===== src/rtl/fetch_pkg.sv =====
// Shared fetch-stage definitions: miss-handler state encoding and cache line geometry.
package fetch_pkg;

  localparam int LINE_BEATS    = 8;
  localparam int BEAT_BYTES    = 8;
  localparam int LINE_OFFSET_W = $clog2(LINE_BEATS * BEAT_BYTES);

  typedef logic [2:0] miss_state_t;

  localparam miss_state_t ST_IDLE       = 3'd0;
  localparam miss_state_t ST_WAIT_STALL = 3'd1;
  localparam miss_state_t ST_REQ        = 3'd2;
  localparam miss_state_t ST_FILL       = 3'd3;
  localparam miss_state_t ST_DONE       = 3'd4;

  // Byte-offset bits inside one line for a given beat count and beat width.
  function automatic int line_offset_bits(input int beats, input int data_width);
    return $clog2(beats * (data_width / 8));
  endfunction

endpackage


===== src/rtl/refill_beat_counter.sv =====
// Beat counter for one line refill, with a terminal-count flag on the final beat.
module refill_beat_counter
  import fetch_pkg::*;
#(
  parameter int  LINE_BEATS = fetch_pkg::LINE_BEATS,
  localparam int CNT_W      = (LINE_BEATS > 1) ? $clog2(LINE_BEATS) : 1
) (
  input  logic             clock_i,
  input  logic             reset_i,
  input  logic             clear_i,
  input  logic             inc_i,
  output logic [CNT_W-1:0] beat_o,
  output logic             last_o
);

  logic [CNT_W-1:0] beat_d, beat_q;

  always_comb begin
    beat_d = beat_q;
    if (clear_i)    beat_d = '0;
    else if (inc_i) beat_d = beat_q + CNT_W'(1);
  end

  // NOTE: state flops use non-blocking assignments only; reset is synchronous, so it lives inside the clocked branch.
  always_ff @(posedge clock_i) begin
    if (reset_i) beat_q <= '0;
    else         beat_q <= beat_d;
  end

  assign beat_o = beat_q;
  assign last_o = (beat_q == CNT_W'(LINE_BEATS - 1));

endmodule


===== src/rtl/fetch_miss_handler.sv =====
// Instruction-fetch miss handler: freezes fetch, requests one line from memory, writes it beat by beat.
module fetch_miss_handler
  import fetch_pkg::*;
#(
  parameter int ADDR_WIDTH = 64,
  parameter int DATA_WIDTH = 64,
  parameter int LINE_BEATS = fetch_pkg::LINE_BEATS
) (
  input  logic                  clock_i,
  input  logic                  reset_i,
  input  logic                  tagMiss_i,
  input  logic [ADDR_WIDTH-1:0] missAddr_i,
  input  logic                  tagQueryStall_i,
  output logic                  fetchCacheMissStall_o,
  output logic                  memReq_o,
  output logic [ADDR_WIDTH-1:0] memAddr_o,
  input  logic                  memReqAck_i,
  input  logic                  memDataValid_i,
  input  logic [DATA_WIDTH-1:0] memData_i,
  output logic                  cacheWriteEn_o,
  output logic [ADDR_WIDTH-1:0] cacheWriteAddr_o,
  output logic [DATA_WIDTH-1:0] cacheWriteData_o,
  output logic                  refillDone_o
);

  localparam int CNT_W      = (LINE_BEATS > 1) ? $clog2(LINE_BEATS) : 1;
  localparam int OFFSET_W   = line_offset_bits(LINE_BEATS, DATA_WIDTH);
  localparam int BEAT_SHIFT = $clog2(DATA_WIDTH / 8);
  localparam logic [ADDR_WIDTH-1:0] LINE_MASK =
    ~((ADDR_WIDTH'(1) << OFFSET_W) - ADDR_WIDTH'(1));

  miss_state_t           state_d, state_q;
  logic [ADDR_WIDTH-1:0] line_addr_d, line_addr_q;
  logic                  cnt_clear, cnt_inc, cnt_last;
  logic [CNT_W-1:0]      beat_cnt;

  refill_beat_counter #(.LINE_BEATS(LINE_BEATS)) u_beat_counter (
    .clock_i (clock_i),
    .reset_i (reset_i),
    .clear_i (cnt_clear),
    .inc_i   (cnt_inc),
    .beat_o  (beat_cnt),
    .last_o  (cnt_last)
  );

  // NOTE: every signal assigned here gets a default first so no path infers a latch.
  always_comb begin
    state_d        = state_q;
    line_addr_d    = line_addr_q;
    cnt_clear      = 1'b0;
    cnt_inc        = 1'b0;
    memReq_o       = 1'b0;
    cacheWriteEn_o = 1'b0;
    refillDone_o   = 1'b0;
    case (state_q)
      ST_IDLE: begin
        if (tagMiss_i) begin
          line_addr_d = missAddr_i & LINE_MASK;
          state_d     = ST_WAIT_STALL;
        end
      end
      ST_WAIT_STALL: begin
        if (tagQueryStall_i) state_d = ST_REQ;
      end
      ST_REQ: begin
        memReq_o = 1'b1;
        if (memReqAck_i) begin
          cnt_clear = 1'b1;
          state_d   = ST_FILL;
        end
      end
      ST_FILL: begin
        // Data beats are only honoured here; idle cycles between beats neither write nor count.
        if (memDataValid_i) begin
          cacheWriteEn_o = 1'b1;
          cnt_inc        = 1'b1;
          if (cnt_last) state_d = ST_DONE;
        end
      end
      ST_DONE: begin
        refillDone_o = 1'b1;
        state_d      = ST_IDLE;
      end
      default: state_d = ST_IDLE;
    endcase
  end

  always_ff @(posedge clock_i) begin
    if (reset_i) begin
      state_q     <= ST_IDLE;
      line_addr_q <= '0;
    end else begin
      state_q     <= state_d;
      line_addr_q <= line_addr_d;
    end
  end

  assign fetchCacheMissStall_o = (state_q == ST_WAIT_STALL) || (state_q == ST_REQ) ||
                                 (state_q == ST_FILL);
  assign memAddr_o        = memReq_o ? line_addr_q : '0;
  assign cacheWriteAddr_o = cacheWriteEn_o ?
                            line_addr_q + (ADDR_WIDTH'(beat_cnt) << BEAT_SHIFT) : '0;
  assign cacheWriteData_o = cacheWriteEn_o ? memData_i : '0;

endmodule


===== config.mk =====
export PLATFORM = sky130hd
export DESIGN_NAME = fetch_miss_handler
export DESIGN_NICKNAME = d
export VERILOG_FILES = /design/src/rtl/fetch_pkg.sv /design/src/rtl/refill_beat_counter.sv /design/src/rtl/fetch_miss_handler.sv
export SDC_FILE = /design/constraint.sdc
export NUM_CORES = 1
export LEC_CHECK = 0
export CAP_MARGIN = 20
export CELL_PAD_IN_SITES_DETAIL_PLACEMENT = 1
export CELL_PAD_IN_SITES_GLOBAL_PLACEMENT = 2
export CORE_ASPECT_RATIO = 1.4
export CORE_MARGIN = 10
export CORE_UTILIZATION = 16
export DETAILED_ROUTE_END_ITERATION = 6
export GPL_TIMING_DRIVEN = 0
export HOLD_SLACK_MARGIN = 0.15
export PLACE_DENSITY = 0.86
export SYNTH_ARGS = -nofsm -noshare
export SYNTH_HDL_FRONTEND = slang
export SYNTH_SLANG_ARGS = --single-unit

===== constraint.sdc =====
create_clock -name clock_i -period 2.95 [get_ports clock_i]
set_clock_uncertainty 0.2 [all_clocks]
set_input_delay 0.4425 -clock clock_i [delete_from_list [all_inputs] [get_ports clock_i]]
set_output_delay 0.4425 -clock clock_i [all_outputs]
set_load 0.1 [all_outputs]

==> results of run 1 <==
## per-layer routing
layer | vias to the layer above | share of wire | global-route usage
met5 | - | 0 | 0
met4 | 0 | 0.019 | 0.0508
met3 | 21 | 0.066 | 0.0390
met2 | 131 | 0.53 | 0.241
met1 | 1981 | 0.39 | 0.151
li1 | 2202 | - | -
## cell usage in the layout, fill, tap and decap left out, drive strengths merged
cell type and instances:
clkdlybuf4s15 1, xnor2 1, and4 1, dlymetal6s2s 2
mux2i 2, ha 2, nor3b 1, buf 181
nor4 1, a21oi 60, diode 2, nand3 1
and2 184, clkinv 3, a2111oi 1, conb 9
nor2 7, clkbuf 65, or4b 1, dfxtp 64
clkdlybuf4s18 1, o21a 1, clkdlybuf4s50 126, bufinv 1
and4b 1, nor4b 2, a21o 1, nand2 116
## worst max-delay path, cell delays in order
cell and delay, ns:
clkdlybuf4s50_1 0.50, and4b_1 0.30, buf_6 0.22, clkbuf_2 0.23, and2_1 0.18, buf_4 0.30
## sequential cells by signal (all words and copies together), names as in the netlist
name	flops
line_addr_q	58
u_beat_counter.beat_o	3
state_q	3
## layout make-up
class | instances | area share
clock buffers | 11 | 0.0345
plain buffers | 52 | 0.0432
multi-input cells | 392 | 0.312
flip-flops and latches | 64 | 0.182
well taps | 301 | 0.0535
repair buffers | 313 | 0.368
clock inverters | 4 | 0.00640
diodes | 2 | 0.000711
## cells by family (layout without fill, tap and decap cells)
family | after synthesis | count (layout) | share of synthesized area
compound gates | 63 | 63 | 0.0976
xor+xnor | 1 | 1 | 0.00236
fa+ha+maj | 2 | 2 | 0.00675
buf+inv | 52 | 380 | 0.0733
flops | 64 | 64 | 0.346
mux | 2 | 2 | 0.00540
other cells | 1 | 11 | 0.00101
simple gates | 315 | 315 | 0.468
## metrics by stage
| step | power (uW) | cells | area, um2 |
|---|---|---|---|
| 2_1_floorplan | 1410 | 508 | 3740 |
| 5_1_grt | 2890 | 1137 | 7040 |
| 3_3_place_gp | 1710 | 1122 | 7250 |
| 4_1_cts | 2800 | 1137 | 7130 |
| 6_report | 2740 | 1139 | 7040 |
| 3_5_place_dp | 1720 | 1122 | 7250 |
## timing repair
action	in CTS	in global routing
gates cloned	0	0
resized for setup	999	90
pin swaps	0	0
hold buffers	0	0
buffers inserted	0	0
setup endpoints to repair	185	180
## power by group through the flow
stage / clock [uW] / sequential [uW] / combinational (uW)
after floorplan: 0 / 967 / 440
after global placement: 0 / 981 / 724
after detailed placement: 0 / 984 / 733
after CTS: 1110 / 965 / 727
after global routing: 1150 / 974 / 769
final: 1060 / 963 / 715
## final timing paths
path / cells after the start / endpoint / slack, ns / start
setup / recovery: 6 / cacheWriteAddr_o[11] / 0.12 / memDataValid_i
hold / removal: 2 / line_addr_q[15]$_SDFFE_PP0P_ / 0.26 / line_addr_q[15]$_SDFFE_PP0P_
setup reg to reg: 6 / line_addr_q[24]$_SDFFE_PP0P_ / 0.87 / state_q[1]$_SDFFE_PP0P_
hold reg to reg: 2 / line_addr_q[15]$_SDFFE_PP0P_ / 0.26 / line_addr_q[15]$_SDFFE_PP0P_
==> out/results.txt, run 1 <==
Area occupied by multi-input gates: 2190 um2
Final setup violation count: 0
# clock sinks: 64
WHS: 0.263 ns
Synth Register Bits: 64
Yosys cell types: 26
Leading area contributor after synthesis: dfxtp_1
Initial Utilization: 0.163
Reg area: 1280 um2
Minimum clock period: 2.83 ns
Routability Congestion: 0.836
Initial antenna violation count: 1
WP data arrival: 2.18 ns
Max-slew violation count: 0
Number of synthesized flops with an enable pin: 0
CP endpoint kind: primary output
Most frequent cell after synthesis: and2_1
DR iter-0 viols: 88
Synth top cells by count: and2_1, nand2_1, dfxtp_1
Max Cap Viol: 0
Vias per cell: 3.81
Worst Tran Pin Value: 1.03 ns
Via count: 4335
Hold Crit Class: reg -> reg
Layout cells sized above 1: 0.324
Die ar.: 29700 um2
Sequential share of power: 0.351
Crit path required time: 2.31 ns
Clock power frac: 0.388
Fin nets: 968
Post-DR wirelength/cell: 18.5 um
DIE WIDTH: 149 um
Routed Antenna Nets: 0
Pwr dens: 389 nW/um2
Worst-path fanout max: 10
Sw Ratio: 0.322
Startpoint Class: input port
I/O Pins: 330
Final hold violations: 0
Ys flop type: dfxtp_1
Async S/R FF share, synth: 0
GRT Overall Usage: 0.136
Syn Std Cell Area: 3710 um2
Max Buffers Root-to-Sink: 2
Site Rows: 65
Total gr overflow: 0
First-pass GRT wire length: 30500 um
# H-tree levels: 3
Peak Freq: 0.354 GHz
Rel. slew slack: 0.309
Seq/Total Area, Yosys: 0.346
Vias in the first global route: 4754
Peak supply drop: 0.214 mV
# port buffers: 313
Syn Area/Cell: 7.41 um2
TritonCTS Buffers: 9
Dominant cells by area after synthesis: dfxtp_1, and2_1, nand2_1
P_sw: 883 uW
Worst skew pair latency: 0.33 ns
Root Buffer: clkbuf_16
Layout Utilization: 0.310
Pre-CTS WS: -1.19 ns
Post-route setup slack: 0.125 ns
Yosys warns: 0
1st-pass router iterations: 4
DR DRC count: 0
Crit path kind: in -> out
Comb power frac: 0.261
Yosys top cell area share: 0.346
Core area: 22700 um2
Leakage: 0.00328 uW
Status: complete, no violations
Reg clk slew, reported paths: 0.05 ns
Die Y: 200 um
Final Cycle Share: 0.958
Fillers: 2772
Hpwl dp: 17600 um
CTS tree: yes
Internal power: 1860 uW
Setup_tns: 0 ns
Cells after synthesis: 500
Drt total wl: 21000 um
Largest net degree at the start of global routing: 11
Area delta synth->final: 90.0%
(Power assumes the default switching activity.)
==> run 2: changes to the inputs <==
--- a/config.mk
+++ b/config.mk
@@ -15,6 +15,7 @@
 export GPL_TIMING_DRIVEN = 0
 export HOLD_SLACK_MARGIN = 0.15
 export PLACE_DENSITY = 0.86
+export RECOVER_POWER = 100
 export SYNTH_ARGS = -nofsm -noshare
 export SYNTH_HDL_FRONTEND = slang
 export SYNTH_SLANG_ARGS = --single-unit
==> run 2 against run 1 <==
Sequential power about the same. Wire length down 0.19%. Combinational power down 1%. Non-clock buffer count unchanged. First-iteration DRC count up 10%. Global-route usage unchanged. Critical path depth unchanged. Clock power about the same. Setup slack worse by 0.013 ns. Final area down 0.71%. Clock-buffer cell count unchanged.
==> out/results.txt, run 2 (synthesized netlist as in run 1, its figures left out) <==
Status: complete, no violations
Total gr overflow: 0 (unchanged)
WP data arrival: 2.20 ns (+0.02 ns)
Vias per cell: 3.82 (+0.39%)
TritonCTS Buffers: 9 (unchanged)
P_sw: 876 uW (-0.80%)
Hold_buf cts: 0 (unchanged)
Commonest cells after routing, fill and taps aside: and2_1, clkdlybuf4s50_1, nand2_1, buf_4, dfxtp_1
Routability Congestion: 0.836 (unchanged)
Root Buffer: clkbuf_16
Clock power frac: 0.388 (about the same)
Largest register FFs: 58 (unchanged)
WHS: 0.263 ns (+0.0000170 ns)
Final setup violation count: 0 (unchanged)
Critical path's most frequent cell: buf_6
Peak supply drop: 0.214 mV (-0.34%)
Max Cap Viol: 0 (unchanged)
Worst skew pair latency: 0.33 ns (about the same)
Crit path required time: 2.31 ns (about the same)
Peak Freq: 0.352 GHz (-0.46%)
First-pass GRT wire length: 30500 um (unchanged)
Worst-path fanout max: 10 (unchanged)
Area occupied by multi-input gates: 2160 um2 (-1.5%)
Worst Tran Pin Value: 1.25 ns (+0.219 ns)
Hold Crit Class: reg -> reg
Reg area: 1280 um2 (unchanged)
# H-tree levels: 3 (unchanged)
GRT Overall Usage: 0.136 (unchanged)
Slowest stage cell on the critical path: clkdlybuf4s50_1
Vias in the first global route: 4754 (unchanged)
Leakage: 0.00320 uW (-2.7%)
DR DRC count: 0 (unchanged)
Max-slew violation count: 0 (unchanged)
CTS tree: yes
Crit-path cells: clkdlybuf4s50_1 -> and4b_1 -> buf_6 -> clkbuf_2 -> and2_0 -> buf_6
Post-CTS Setup Repair Bufs: 0 (unchanged)
Initial antenna violation count: 1 (unchanged)
Comb power frac: 0.259 (-0.002)
Final Cycle Share: 0.962 (+0.00444)
# clock sinks: 64 (unchanged)
Layout Utilization: 0.308 (-0.00221)
Critical path buffers and inverters: 4 (unchanged)
Family with the most delay on the worst path: buffers and inverters
DR iter-0 viols: 97 (+10%)
Fin nets: 968 (unchanged)
Area delta synth->final: 88.7%
Routed Antenna Nets: 0 (unchanged)
Drt total wl: 21000 um (-0.19%)
# port buffers: 313 (unchanged)
Highest cell delay on the worst timing path: 0.50 ns (about the same)
Max Buffers Root-to-Sink: 2 (unchanged)
Pwr dens: 390 nW/um2 (+0.25%)
Initial Utilization: 0.163 (unchanged)
1st-pass router iterations: 4 (unchanged)
Commonest non-fill, non-tap cell in the layout: and2_1
Crit path kind: in -> out
Post-route setup slack: 0.112 ns (-0.0131 ns)
Rel. slew slack: 0.168 (-0.141)
Pre-CTS WS: -1.19 ns (unchanged)
Sequential share of power: 0.353 (+0.002)
Design Area, Final: 6990 um2 (-0.71%)
Post-DR wirelength/cell: 18.4 um (-0.19%)
Internal power: 1850 uW (-0.30%)
Post-DP Area: 7250 um2 (unchanged)
Die ar.: 29700 um2 (unchanged)
Final hold violations: 0 (unchanged)
Reg clk slew, reported paths: 0.05 ns (about the same)
Hpwl dp: 17600 um (unchanged)
Core area: 22700 um2 (unchanged)
Biggest register: line_addr_q
CP endpoint kind: primary output
Largest net degree at the start of global routing: 11 (unchanged)
Startpoint Class: input port
Layout cells sized above 1: 0.315 (-0.00957)
Fillers: 2782 (+0.36%)
Sw Ratio: 0.321 (-0.00109)
I/O Pins: 330 (unchanged)
Site Rows: 65 (unchanged)
Minimum clock period: 2.84 ns (+0.0131 ns)
Die Y: 200 um (unchanged)
DIE WIDTH: 149 um (unchanged)
# resized after CTS: 999 (unchanged)
Via count: 4352 (+0.39%)
[run 2: power by group through the flow]
| stage | registers (uW) | logic (uW) | clock network, uW |
|---|---|---|---|
| final | 963 | 706 | 1060 |
| after global routing | 974 | 761 | 1150 |
| after CTS | 965 | 727 | 1110 |
| after detailed placement | 984 | 733 | 0 |
| after global placement | 981 | 724 | 0 |
| after floorplan | 967 | 440 | 0 |
[run 2: worst register-to-register path: stages, from the launching register on]
cell and delay, ns:
dfxtp_1 0.29, buf_2 0.16, nor4b_1 0.72, buf_2 0.38, clkbuf_2 0.30, nand2_1 0.10
a21oi_1 0.14
[run 2: path summary, 6_finish.rpt]
| check | cells past startpoint | slack [ns] | end | startpoint |
|---|---|---|---|---|
| setup reg to reg | 6 | 0.59 | line_addr_q[22]$_SDFFE_PP0P_ | state_q[1]$_SDFFE_PP0P_ |
| hold reg to reg | 2 | 0.26 | line_addr_q[15]$_SDFFE_PP0P_ | line_addr_q[15]$_SDFFE_PP0P_ |
| hold / removal | 2 | 0.26 | line_addr_q[15]$_SDFFE_PP0P_ | line_addr_q[15]$_SDFFE_PP0P_ |
| setup / recovery | 6 | 0.11 | cacheWriteData_o[9] | memDataValid_i |
[run 2: final cells by class]
type                    instances  area share
multi-input cells             392       0.309
flip-flops and latches         64       0.183
diodes                          2    0.000716
clock inverters                 4     0.00644
plain buffers                  52      0.0435
clock buffers                  11      0.0347
repair buffers                313       0.368
well taps                     301      0.0539
[run 2: metrics by stage]
stage                     cells  TNS [ns]  total power, uW
after CTS                  1137         0             2800
final                      1139         0             2730
after floorplan             508         0             1410
after global placement     1122   -167.31             1710
after detailed placement   1122   -176.58             1720
after global routing       1137   -0.0114             2880
[run 2: per-layer routing]
layer | up-vias | track usage | wire length [um]
met5 | - | 0 | 0
met4 | 0 | 0.0508 | 393
met3 | 21 | 0.0390 | 1330
met2 | 133 | 0.241 | 11100
met1 | 1993 | 0.151 | 8180
li1 | 2205 | - | -
